===== config.mk =====
export PLATFORM = sky130hd
export DESIGN_NAME = id_ex_stage
export DESIGN_NICKNAME = d
export VERILOG_FILES = /design/src/rtl/mips_pkg.sv /design/src/rtl/hazard_detect.sv /design/src/rtl/id_ex_stage.sv
export SDC_FILE = /design/constraint.sdc
export NUM_CORES = 1
export LEC_CHECK = 0
export ABC_AREA = 1
export CAP_MARGIN = 25
export CORE_MARGIN = 4
export CORE_UTILIZATION = 30
export DETAILED_ROUTE_END_ITERATION = 10
export GPL_ROUTABILITY_DRIVEN = 1
export PLACE_DENSITY_LB_ADDON = 0.15
export SLEW_MARGIN = 10
export SYNTH_ARGS = -nofsm -noshare
export SYNTH_HDL_FRONTEND = slang
export SYNTH_HIERARCHICAL = 1
export SYNTH_SLANG_ARGS = --single-unit

===== constraint.sdc =====
create_clock -name clk -period 6.14 [get_ports clk]
set_clock_uncertainty 0.15 [all_clocks]
set_input_delay 1.228 -clock clk [delete_from_list [all_inputs] [get_ports clk]]
set_output_delay 1.228 -clock clk [all_outputs]
set_load 0.01 [all_outputs]

===== src/rtl/mips_pkg.sv =====
// Shared pipeline widths and constants for the MIPS-style datapath.
package mips_pkg;

    localparam int unsigned DATA_W  = 32;
    localparam int unsigned REG_AW  = 5;
    localparam int unsigned ALUOP_W = 3;

    localparam logic [4:0] ZERO_REG = 5'd0;

endpackage


===== src/rtl/hazard_detect.sv =====
// Combinational load-use hazard detection feeding the ID/EX stall logic.
module hazard_detect #(
    parameter int unsigned REG_AW = mips_pkg::REG_AW
) (
    input  logic              mem_read_i,
    input  logic [REG_AW-1:0] ex_rt_i,
    input  logic [REG_AW-1:0] id_rs_i,
    input  logic [REG_AW-1:0] id_rt_i,
    input  logic              hold_i,
    input  logic              flush_i,
    output logic              load_use_o,
    output logic              stall_o
);
    import mips_pkg::*;

    // A load in EX targeting a source of the decode instruction; r0 never hazards.
    assign load_use_o = mem_read_i
                     && (ex_rt_i != REG_AW'(ZERO_REG))
                     && ((ex_rt_i == id_rs_i) || (ex_rt_i == id_rt_i));

    // A frozen pipe or a discarded decode instruction needs no stall.
    assign stall_o = load_use_o && !hold_i && !flush_i;

endmodule


===== src/rtl/id_ex_stage.sv =====
// ID/EX pipeline register with integrated load-use bubble insertion.
// Optional macro ID_EX_STALL_CNT_EN adds a saturating 16-bit StallCnt output.
module id_ex_stage #(
    parameter int unsigned DATA_W  = mips_pkg::DATA_W,
    parameter int unsigned REG_AW  = mips_pkg::REG_AW,
    parameter int unsigned ALUOP_W = mips_pkg::ALUOP_W
) (
    input  logic               clk,
    input  logic               rst,
    input  logic               Hold,
    input  logic               Flush,
    input  logic [REG_AW-1:0]  IfIdRs,
    input  logic [REG_AW-1:0]  IfIdRt,
    input  logic [REG_AW-1:0]  IfIdRd,
    input  logic [DATA_W-1:0]  RdDataA,
    input  logic [DATA_W-1:0]  RdDataB,
    input  logic [DATA_W-1:0]  Imm,
    input  logic               CtlRegWrite,
    input  logic               CtlMemRead,
    input  logic               CtlMemWrite,
    input  logic               CtlMemToReg,
    input  logic               CtlRegDst,
    input  logic               CtlAluSrc,
    input  logic [ALUOP_W-1:0] CtlAluOp,
    output logic [REG_AW-1:0]  IdExRs,
    output logic [REG_AW-1:0]  IdExRt,
    output logic [REG_AW-1:0]  IdExRd,
    output logic [DATA_W-1:0]  IdExA,
    output logic [DATA_W-1:0]  IdExB,
    output logic [DATA_W-1:0]  IdExImm,
    output logic               IdExRegWrite,
    output logic               IdExMemRead,
    output logic               IdExMemWrite,
    output logic               IdExMemToReg,
    output logic               IdExRegDst,
    output logic               IdExAluSrc,
    output logic [ALUOP_W-1:0] IdExAluOp,
    output logic               Stall
`ifdef ID_EX_STALL_CNT_EN
    ,
    output logic [15:0]        StallCnt
`endif
);
    import mips_pkg::*;

    localparam int unsigned CTL_W = 6;

    logic [REG_AW-1:0]  rs_q,  rs_d;
    logic [REG_AW-1:0]  rt_q,  rt_d;
    logic [REG_AW-1:0]  rd_q,  rd_d;
    logic [DATA_W-1:0]  a_q,   a_d;
    logic [DATA_W-1:0]  b_q,   b_d;
    logic [DATA_W-1:0]  imm_q, imm_d;
    logic [CTL_W-1:0]   ctl_q, ctl_d;   // {RegWrite, MemRead, MemWrite, MemToReg, RegDst, AluSrc}
    logic [ALUOP_W-1:0] op_q,  op_d;
    logic               load_use;

    hazard_detect #(
        .REG_AW (REG_AW)
    ) u_hazard_detect (
        .mem_read_i (ctl_q[4]),
        .ex_rt_i    (rt_q),
        .id_rs_i    (IfIdRs),
        .id_rt_i    (IfIdRt),
        .hold_i     (Hold),
        .flush_i    (Flush),
        .load_use_o (load_use),
        .stall_o    (Stall)
    );

    // Next-state: hold everything, else load fields and bubble the controls on flush/load-use.
    always_comb begin
        rs_d  = rs_q;
        rt_d  = rt_q;
        rd_d  = rd_q;
        a_d   = a_q;
        b_d   = b_q;
        imm_d = imm_q;
        ctl_d = ctl_q;
        op_d  = op_q;
        if (!Hold) begin
            rs_d  = IfIdRs;
            rt_d  = IfIdRt;
            rd_d  = IfIdRd;
            a_d   = RdDataA;
            b_d   = RdDataB;
            imm_d = Imm;
            if (Flush || load_use) begin
                ctl_d = '0;
                op_d  = '0;
            end else begin
                ctl_d = {CtlRegWrite, CtlMemRead, CtlMemWrite, CtlMemToReg, CtlRegDst, CtlAluSrc};
                op_d  = CtlAluOp;
            end
        end
    end

    // Pipeline register; reset state is a NOP bubble.
    always_ff @(posedge clk or posedge rst) begin
        if (rst) begin
            rs_q  <= '0;
            rt_q  <= '0;
            rd_q  <= '0;
            a_q   <= '0;
            b_q   <= '0;
            imm_q <= '0;
            ctl_q <= '0;
            op_q  <= '0;
        end else begin
            rs_q  <= rs_d;
            rt_q  <= rt_d;
            rd_q  <= rd_d;
            a_q   <= a_d;
            b_q   <= b_d;
            imm_q <= imm_d;
            ctl_q <= ctl_d;
            op_q  <= op_d;
        end
    end

    assign IdExRs       = rs_q;
    assign IdExRt       = rt_q;
    assign IdExRd       = rd_q;
    assign IdExA        = a_q;
    assign IdExB        = b_q;
    assign IdExImm      = imm_q;
    assign IdExRegWrite = ctl_q[5];
    assign IdExMemRead  = ctl_q[4];
    assign IdExMemWrite = ctl_q[3];
    assign IdExMemToReg = ctl_q[2];
    assign IdExRegDst   = ctl_q[1];
    assign IdExAluSrc   = ctl_q[0];
    assign IdExAluOp    = op_q;

`ifdef ID_EX_STALL_CNT_EN
    logic [15:0] stall_cnt_q;

    // Saturating count of stall cycles.
    always_ff @(posedge clk or posedge rst) begin
        if (rst) begin
            stall_cnt_q <= '0;
        end else if (Stall && (stall_cnt_q != 16'hFFFF)) begin
            stall_cnt_q <= stall_cnt_q + 16'd1;
        end
    end

    assign StallCnt = stall_cnt_q;
`endif

endmodule


==> metrics.md <==
| Metric | Value |
|---|---|
| Outcome | finished clean |
| H-tree levels | 4 |
| Critical path depth | 10 |
| Die Ht | 137 um |
| Die W | 137 um |
| Via-to-Cell Ratio | between 4 and 5 |
| Post-synthesis mux area share | 0 |
| Cell family with most CP delay | buffers and inverters |
| Max cap viols | 0 |
| Post-CTS sizing | 0 |
| Ranking of synthesized cells by area | dfrtp_1 60%, nand2_1 12%, inv_1 10%, o21ai_0 6.5%, o21ai_1 4.6% |
| Top cell type's share of synthesized area | 0.602 |
| Clock latency at the later pin of the worst-skew pair | 400 ps |
| Initial antenna violation count | 0 |
| Number of global-route vias before repair | 4,355 |
| I/O pins | 245 |
| Post-Syn Area per Cell | 8.62 sq um |
| Post-DRT Antenna Nets | 0 |
| Tmin final | 4310 ps |
| Synth Flop Type | dfrtp_1 |
| Routed wire length | 14.0 mm |
| Sequential Area | 0.00300 sq mm |
| RSZ-0062 raised after global routing | no |
| Share of cells above drive strength 1 | 0.0493 |
| Cells on Worst Hold Path | 2 |
| Clock buffer count from CTS | 17 |
| Final worst path period share | 0.701 |
| Leak Pwr | between 4 and 5 nW |
| Worst rel slew slack | 0.421 |
| Yosys top cell by area | dfrtp_1 |
| Hold-fix buffers at CTS | 0 |
| EDFF count, synth | 0 |
| TritonRoute pass-1 iters | 4 |
| Dpl hpwl | 10.4 mm |
| Via total after detailed routing | 4,332 |
| Worst vdd ir | 171 uV |
| Tot GR Track Use | 0.150 |
| Area of the multi-input gates | 0.00128 sq mm |
| Worst path max stage delay | roughly 560 ps |
| Routed len/inst | ~13 um |
| Area grow syn2layout | 63.9% |
| Placer Congestion | 0.814 |
| I/O Buffers | approximately 240 |
| Final slew viol count | 0 |
| Sequential fraction of the synthesis area | 0.602 |
| TritonCTS clock tree | yes |
| Worst hold path type | flop to flop |
| Worst-Margin Slew | 868 ps |
| Adder-Cell Fraction of Synth Area | 0 |
| WP data required | 4760 ps |
| Max Fclk | 0.232 GHz |
| Crit-path cells | clkdlybuf4s50_1 -> nand2_1 -> inv_1 -> nor2_1 -> nor2_1 -> nand3_1 -> nand2_1 -> nand2_2 -> nor2_2 -> clkdlybuf4s50_1 |
| Most numerous cell in the Yosys netlist | nand2_1 |
| Die area | 0.0188 sq mm |
| Final nets | 944 |
| Setup TNS | 0 ps |
| R2r worst-path depth | 11 |
| Setup Buffers After CTS | 0 |
| Hold WS | 327 ps |
| Post-synth cell types | 19 |
| Global-route wire length before repair | 21.9 mm |
| Fraction of registers with async set/reset | 1.00 |
| Crit end category | primary output |
| CP arrival | 2930 ps |
| XOR/XNOR share of the synthesized area | 0.00351 |
| Drt drc | 0 |
| Worst setup SP type | primary input |
| CP Max Fanout | 3 |
| Final core utilization | 0.508 |
| Post-Synth Simple-Gate Area | 0.142 |
| Syn Inst Count | 579 |
| Ys Warns | 6 |
| CTS clk-pin slew, worst paths | approximately 50 ps |
| Final hold vios | 0 |
| Net Count, Synth | 703 |
| Slowest CP cell | clkdlybuf4s50_1 |
| Num rows | 46 |
| Starting density of the core | 0.310 |
| Clock Path Buffers | 2 |
| Largest net degree at the start of global routing | 104 |
| Synthesized cell area | 0.00499 sq mm |
| Sink Count | 120 |
| DR iter-0 viols | between 150 and 200 |
| #FFs+latches synth | 120 |
| Setup-failing EPs final | 0 |
| Root buf cell | clkbuf_16 |
| Critical path type | primary input to primary output |
| Largest family of logic cells by synthesized area | simple AND/OR/NAND/NOR gates |
| Commonest cells in the netlist | 161 x nand2_1, 133 x inv_1, 120 x dfrtp_1 |
| Ant diodes | 0 |
| Core area | 0.0161 sq mm |
| Synth Area in Compound Gates | 0.111 |
| Fillers | 1,515 |
| Pwr Density | 287 mW/mm^2 |
| CP Buf/Inv Count | 3 |
| Grt ovf | 0 |
## routing by layer
layer  wire (um)  track usage  vias to the layer above  share of wire
met5           0            0                        -              0
li1            -            -                     2206              -
met1        5700        0.176                     1938           0.41
met4         317       0.0649                        0          0.023
met3        1280       0.0585                       23          0.091
met2        6660        0.245                      165           0.48
## final cells by class
cell class	count	share of cell area
multi-input combinational	298	0.157
clock inverter	8	0.0174
sequential	120	0.367
tap	216	0.0330
clock buffer	23	0.0596
timing repair buffer	248	0.304
inverter	135	0.0622
## state kept, by name (all words and copies together), names as in the netlist
register	cells
IdExA	32
IdExAluOp	3
IdExB	32
IdExImm	32
IdExRd	5
IdExRs	5
IdExRt	5
ctl_q	6
## metrics by stage
stage / instances / cell area, sq um / total power, mW / setup slack (ps)
floorplan: 579 / 4990 / 1.06 / 1580
global placement: 1016 / 7530 / 1.31 / 1840
detailed placement: 1016 / 7530 / 1.31 / 1830
CTS: 1047 / 8160 / 2.39 / 1820
global route: 1048 / 8180 / 2.47 / 1680
finish: 1048 / 8180 / 2.35 / 1830
## path summary, 6_finish.rpt
check / end / slack, ps / start
max in group asynchronous: IdExImm[14]$_DFFE_PP0N_ / 3800 / rst
min in group asynchronous: IdExA[9]$_DFFE_PP0N_ / 1090 / rst
setup reg to reg: ctl_q[5]$_DFFE_PP0N_ / 4060 / IdExRt[1]$_DFFE_PP0N_
hold reg to reg: ctl_q[0]$_DFFE_PP0N_ / 330 / ctl_q[0]$_DFFE_PP0N_
setup / recovery: Stall / 1830 / IfIdRt[0]
hold / removal: ctl_q[0]$_DFFE_PP0N_ / 330 / ctl_q[0]$_DFFE_PP0N_
## cells by family (layout without fill, tap and decap cells)
kind of cell,count (synthesis),count (layout)
AOI/OAI and AO/OA,111,111
xor gates and xnor gates,2,2
buffers and inverters,161,414
DFF,120,120
and+or+nand+nor,185,185
## power by group
part           internal [mW]  switching (mW)
registers              0.862          0.0424
logic                  0.225           0.165
clock network          0.718           0.335
## placed cells by master, fill, tap and decap left out, drive strengths merged
master / instances
buf: 5
bufinv: 4
clkbuf: 23
clkdlybuf4s50: 243
clkinv: 3
clkinvlp: 1
dfrtp: 120
inv: 135
nand2: 163
nand3: 3
nor2: 17
nor3: 1
o21ai: 111
or2: 1
xnor2: 2
## tightest hold or removal path, stage by stage, from the launching register on
cell	delay, ps
dfrtp_1	340
nand2_1	50
nand2_1	60
No activity file was read; power rests on OpenSTA's default activity.
